[config.mk]
export PLATFORM = sky130hd
export DESIGN_NAME = vram_arbiter
export DESIGN_NICKNAME = d
export VERILOG_FILES = /design/src/rtl/vram_arbiter_pkg.sv /design/src/rtl/vram_arbiter.sv
export SDC_FILE = /design/constraint.sdc
export NUM_CORES = 1
export LEC_CHECK = 0
export CORE_MARGIN = 3
export CORE_UTILIZATION = 43
export DETAILED_ROUTE_END_ITERATION = 10
export PLACE_DENSITY_LB_ADDON = 0.1
export SETUP_SLACK_MARGIN = 0.15
export SLEW_MARGIN = 40
export SYNTH_ARGS = -nofsm -noshare
export SYNTH_HDL_FRONTEND = slang
export SYNTH_SLANG_ARGS = --single-unit
[constraint.sdc]
create_clock -name clk -period 4.7 [get_ports clk]
set_input_delay 0.94 -clock clk [delete_from_list [all_inputs] [get_ports clk]]
set_output_delay 0.94 -clock clk [all_outputs]
set_load 0.01 [all_outputs]
[src/rtl/vram_arbiter_pkg.sv]
// ============================================================================
// vram_arbiter_pkg
// Shared widths, CPU FSM state encodings and read-tag encodings.
// Revision: 1.0
// ============================================================================
`default_nettype none

package vram_arbiter_pkg;

    localparam int VRAM_ADDR_W = 13;
    localparam int VRAM_DATA_W = 8;

    typedef enum logic [1:0] {
        C_IDLE = 2'd0,
        C_WR   = 2'd1,
        C_RD1  = 2'd2,
        C_RD2  = 2'd3
    } cpu_state_t;

    typedef enum logic [1:0] {
        TAG_NONE = 2'd0,
        TAG_VGA  = 2'd1,
        TAG_CPU  = 2'd2
    } rd_tag_t;

endpackage

`default_nettype wire

[src/rtl/vram_arbiter.sv]
// ============================================================================
// vram_arbiter
// Single-port video RAM sharing: VGA fetch has priority, CPU takes free slots.
// Revision: 1.0
// ============================================================================
`default_nettype none

module vram_arbiter
    import vram_arbiter_pkg::*;
#(
    parameter int ADDR_W = VRAM_ADDR_W,
    parameter int DATA_W = VRAM_DATA_W
) (
    input  logic              clk,
    input  logic              reset,
    input  logic              i_vga_req,
    input  logic [ADDR_W-1:0] i_vga_addr,
    output logic [DATA_W-1:0] o_vga_data,
    input  logic              i_cpu_req,
    input  logic              i_cpu_we,
    input  logic [ADDR_W-1:0] i_cpu_addr,
    input  logic [DATA_W-1:0] i_cpu_din,
    output logic [DATA_W-1:0] o_cpu_dout,
    output logic              o_cpu_ack,
    output logic              o_ram_en,
    output logic              o_ram_we,
    output logic [ADDR_W-1:0] o_ram_addr,
    output logic [DATA_W-1:0] o_ram_wdata,
    input  logic [DATA_W-1:0] i_ram_rdata
);

    cpu_state_t        r_state;
    cpu_state_t        w_state_next;
    logic              w_ack_next;
    logic              w_cpu_issue;
    rd_tag_t           r_tag0;
    rd_tag_t           r_tag1;
    logic              r_ram_en;
    logic              r_ram_we;
    logic [ADDR_W-1:0] r_ram_addr;
    logic [DATA_W-1:0] r_ram_wdata;
    logic [DATA_W-1:0] r_vga_data;
    logic [DATA_W-1:0] r_cpu_dout;
    logic              r_cpu_ack;

    // Blocking on r_cpu_ack keeps a still-held request from being re-issued.
    assign w_cpu_issue = !i_vga_req && i_cpu_req && (r_state == C_IDLE) && !r_cpu_ack;

    always_ff @(posedge clk or posedge reset) begin
        if (reset) begin
            r_state <= C_IDLE;
        end else begin
            r_state <= w_state_next;
        end
    end

    always_comb begin
        w_state_next = r_state;
        w_ack_next   = 1'b0;
        case (r_state)
            C_IDLE: begin
                if (w_cpu_issue) begin
                    w_state_next = i_cpu_we ? C_WR : C_RD1;
                end
            end
            C_WR: begin
                w_state_next = C_IDLE;
                w_ack_next   = 1'b1;
            end
            C_RD1: begin
                w_state_next = C_RD2;
            end
            C_RD2: begin
                w_state_next = C_IDLE;
                w_ack_next   = 1'b1;
            end
            default: begin
                w_state_next = C_IDLE;
            end
        endcase
    end

    always_ff @(posedge clk or posedge reset) begin
        if (reset) begin
            r_ram_en    <= 1'b0;
            r_ram_we    <= 1'b0;
            r_ram_addr  <= '0;
            r_ram_wdata <= '0;
            r_tag0      <= TAG_NONE;
            r_tag1      <= TAG_NONE;
            r_vga_data  <= '0;
            r_cpu_dout  <= '0;
            r_cpu_ack   <= 1'b0;
        end else begin
            r_ram_en  <= i_vga_req || w_cpu_issue;
            r_ram_we  <= w_cpu_issue && i_cpu_we;
            r_cpu_ack <= w_ack_next;
            if (i_vga_req) begin
                r_ram_addr <= i_vga_addr;
            end else if (w_cpu_issue) begin
                r_ram_addr  <= i_cpu_addr;
                r_ram_wdata <= i_cpu_din;
            end
            // Tag travels alongside the access so returning data finds its owner.
            if (i_vga_req) begin
                r_tag0 <= TAG_VGA;
            end else if (w_cpu_issue && !i_cpu_we) begin
                r_tag0 <= TAG_CPU;
            end else begin
                r_tag0 <= TAG_NONE;
            end
            r_tag1 <= r_tag0;
            if (r_tag1 == TAG_VGA) begin
                r_vga_data <= i_ram_rdata;
            end else if (r_tag1 == TAG_CPU) begin
                r_cpu_dout <= i_ram_rdata;
            end
        end
    end

    assign o_ram_en    = r_ram_en;
    assign o_ram_we    = r_ram_we;
    assign o_ram_addr  = r_ram_addr;
    assign o_ram_wdata = r_ram_wdata;
    assign o_vga_data  = r_vga_data;
    assign o_cpu_dout  = r_cpu_dout;
    assign o_cpu_ack   = r_cpu_ack;

endmodule

`default_nettype wire

# Yosys cells after proc, flatten, opt, wreduce, memory -nomap -nowiden
# Index checks and enable logic that the tools add are counted.
# W data, S select, Z words.
[word_totals]
register_bits = 46
latch_bits = 0
mem_bits_rw = 0
mem_bits_ro = 0
input_bits = 47
out_inout_bits = 40
wordCells = 40
mem_count = 0
[classes]
addsub = 0
n_mul = 0
n_div = 0
order_cmp = 0
n_eq_ne = 6
shifts = 0
n_mux = 8
n_bitwise = 2
reduce_logical = 14
[op_table]
columns = ["operator", "n"]
rows = [
  ["$mux W13", 2],
  ["$mux W2", 4],
  ["$eq A2 B2 Y1 const B", 3],
  ["$pmux W2 S3", 1],
  ["$logic_and A1 B1 Y1", 5],
  ["$eq A2 B1 Y1 const B", 2],
  ["$reduce_and A2 Y1", 2],
  ["$logic_not A1 Y1", 3],
  ["$logic_not A2 Y1", 1],
  ["$ne A2 B2 Y1 const B", 1],
  ["$not A1 Y1", 2],
  ["$reduce_bool A2 Y1", 1],
  ["$reduce_or A2 Y1", 1],
  ["$logic_or A1 B1 Y1", 1],
  ["$mux W1", 1],
]

# Logic depth before layout (Yosys ltp)
[depth]
ltp_word = 7
ltp_mapped = 4
ltp_nobuf = 3

# Worst setup path after synthesis
# OpenSTA, ideal clock, no wires.
[synth_timing]
kind = "input to register"
from = "input port i_cpu_req"
to = "register r_ram_wdata[0] (netlist: o_ram_wdata[0])"
setup_ns = 0.127
arrival_time_ns = 1.974
required_time_ns = 4.573
path_slack_ns = 2.598
stages = 4
n_path_buf = 1
cell_sequence = "nor4b_4 > and2b_1 > buf_6 > mux2_1"
[synth_via]
elab_chain_cells = 4
[synth_rtl]
columns = ["element", "line_no", "source"]
rows = [
  ["start, declared", "vram_arbiter.sv:19", "input logic i_cpu_req,"],
  ["$logic_and A1 B1 Y1 (3 in series)", "vram_arbiter.sv:47", "assign w_cpu_issue = !i_vga_req && i_cpu_req && (r_state == C_IDLE) && !r_cpu_ack;"],
  ["$reduce_and A2 Y1 (no source line)", "-", ""],
  ["end signal, assigned", "vram_arbiter.sv:102", "r_ram_wdata <= i_cpu_din;"],
  ["end, declared", "vram_arbiter.sv:41", "logic [DATA_W-1:0] r_ram_wdata;"],
]
# Every way passes these cells.
# A chain may end at the register's enable or synchronous reset.

# Worst setup path after layout
# Ends and elaborated chain as after synthesis.

==> summary.txt <==
Global routing
  • First-pass GRT wire length: 6570 um
  • Largest net degree at the start of global routing: 47
  • Initial antenna violation count: 0
  • Vias in the first global route: 1,368
  • GRT Overall Usage: 16.5%
  • Overflow after GRT: 0

Cells and area
  • Share of cells above drive strength 1: 13.0%
  • Commonest non-fill, non-tap cell in the layout: clkdlybuf4s50_1
  • Final Core Density: 72.5%
  • Nets@finish: 262
  • Most frequent cells in the layout: clkdlybuf4s50_1 (85), dfrtp_1 (46), mux2_2 (16)
  • Number of diodes: 0
  • Layout area overhead: 55.3%

STA
  • Skew final: 0.00475 ns
  • Slew headroom: 49.1%
  • Part of the cycle the worst path needs: 53.7%
  • Final setup margin: 2.18 ns
  • Final setup TNS: 0 ns
  • WHS: 0.351 ns
  • Fin crit period: 2.52 ns
  • FMAX: 396 MHz
  • Final Max Slew Viols: 0
  • RSZ-0062 raised after global routing: false
  • Hold Violations, Final: 0
  • Least-Margin Pin Slew: 0.761 ns
  • Final setup viols: 0

Worst setup path
  • Worst setup SP type: input port
  • Critical path class: input port to flop
  • Maximum fanout along the worst path: 15
  • Arrival time at the worst endpoint: 2.70 ns
  • Worst endpoint required time: 4.88 ns
  • CP Capture Type: flop

Synthesis
  • Synth Area in Compound Gates: 4.59%
  • Syn Nets: 176
  • Post-Synth Adder-Cell Area: 0%
  • Synth Cell Area: 1800 sq um
  • Avg Inst Size Synth: 13.9 sq um
  • Synthesized flop and latch total: 46
  • Mux cell area share after synthesis: 22.3%
  • Post-Syn Instances: 129
  • Warnings, synthesis: 0
  • Cell taking the most area after synthesis: dfrtp_1
  • Post-Synth XOR/XNOR Area: 0%
  • Register area share after synthesis: 64.0%
  • Largest family of logic cells by synthesized area: multiplexers
  • Post-synth top area share: 64.0%
  • Post-synth cell types: 17
  • Simple logic cell fraction of the synthesized area: 6.19%
  • Largest cells by area after synthesis: dfrtp_1 (64%), mux2_2 (10%), mux2i_1 (7.2%)

Drt
  • DR pass1 iterations: 4
  • Post-route DRC: 0
  • Wirelength per Cell: 14.5 um
  • Routed vias/inst: 4.89
  • Antenna viol nets, final: 0
  • Initial DRC count: 52
  • Vias: 1,292
  • WL final: 3840 um

Die
  • Core box area: 3850 sq um
  • Row Count: 22
  • Starting Density: 46.7%
  • Area of the die: 4990 sq um
  • Die Ht: 70.7 um
  • Die Wd: 70.7 um
  • I/O Pins: 87

Placed design
  • HPWL after detailed placement: 2900 um
  • Final RePlAce weighted congestion: 0.796
  • Dpl ws: 1.71 ns
  • IO buf count: 86

Worst hold path
  • Hold Crit Class: flop to flop

Power and ir drop
  • Int Pwr: 994 uW
  • Power Total: 1.38 mW
  • Comb power frac: 37.2%
  • Pwr per Cell Area: 494 nW/um^2
  • Sequential share of power: 42.2%
  • Pleak: 1.18 nW
  • Switching pwr: 386 uW
  • Switch share: 28.0%
  • Maximum vdd ir drop: 314 uV
  • Clock power share: 20.6%

Clock network
  • Clock tree from TritonCTS: yes
  • Postcts setup bufs: 0
  • CTS sink cnt: 46
  • Clock buffers created by TritonCTS: 5
  • Cts repair resizes: 0
  • Hold_buf cts: 0
  • H-tree level count: 2
  • CTS root buffer: clkbuf_8
  • Clk_lat worst skew: 0.29 ns
  • CTS Buffer Depth: 2
  • Worst-path clk slew: 0.08 ns

Outcome
  • Status: complete, no violations

Run
  • Max cap viols: 0
through the flow:
stage / instances / instance area, sq um
floorplan: 129 / 1800
global placement: 256 / 2690
detailed placement: 256 / 2690
CTS: 264 / 2800
global route: 264 / 2790
finish: 264 / 2790
cells in the mapped netlist:
master	number
o2bb2ai_1	2
nand2_1	13
and2_1	2
inv_1	3
nand2b_1	1
buf_6	1
nor2b_1	1
mux2_1	8
dfrtp_1	46
mux2i_1	13
clkbuf_1	6
mux2_2	16
buf_4	1
and2b_1	1
o21ai_1	13
or2_2	1
nor4b_4	1
layout make-up:
type / instances / area, sq um
clock buffer: 6 / 72.6
clock inverter: 2 / 37.5
fill: 260 / 1060
inverter: 3 / 13.8
multi-input combinational: 72 / 594
sequential: 46 / 1150
tap: 48 / 60.1
timing repair buffer: 87 / 863
metal layers:
metal | part of all wire (%) | GRT usage (%) | wire (um)
met1 | 44 | 21.9 | 1680
met2 | 48 | 26.2 | 1830
met3 | 7.5 | 5.40 | 287
met4 | 1.0 | 4.38 | 39
met5 | 0 | 0 | 0
final timing paths:
kind                       startpoint             end  slack [ns]  depth (start not counted)
min                         r_tag0[0]       r_tag1[0]        0.35                          0
min reg2reg                 r_tag0[0]       r_tag1[0]        0.35                          0
max                         i_cpu_req  o_ram_wdata[0]        2.18                          5
max in group asynchronous       reset   o_ram_addr[6]        3.27                          2
max reg2reg                r_state[0]  o_ram_wdata[0]        2.78                          4
min in group asynchronous       reset  o_ram_wdata[2]        1.05                          2
power groups by stage:
stage               Sequential (mW)  Clock (mW)  Combinational (mW)
floorplan                     0.634           0               0.181
global placement              0.582           0               0.507
detailed placement            0.589           0               0.520
CTS                           0.584       0.289               0.522
global route                  0.598       0.309               0.550
finish                        0.583       0.284               0.513
sequential cells by signal (all words and copies together) (netlist names), 2 cells and up:
signal and count:
o_ram_addr 13, r_tag0 2, o_cpu_dout 8, r_tag1 2, o_ram_wdata 8, r_state 2, o_vga_data 8
kinds of logic (layout without fill, tap and decap cells):
logic type,Yosys count,after routing
muxes,37,37
and+or+nand+nor,20,20
buffers and inverters,11,98
AOI/OAI and AO/OA,15,15
DFF,46,46
critical path, stage by stage:
cell,delay [ns]
clkdlybuf4s50_1,0.47
nor4b_4,0.18
buf_4,0.29
and2b_1,0.43
mux2_1,0.38
(Power assumes the default switching activity.)
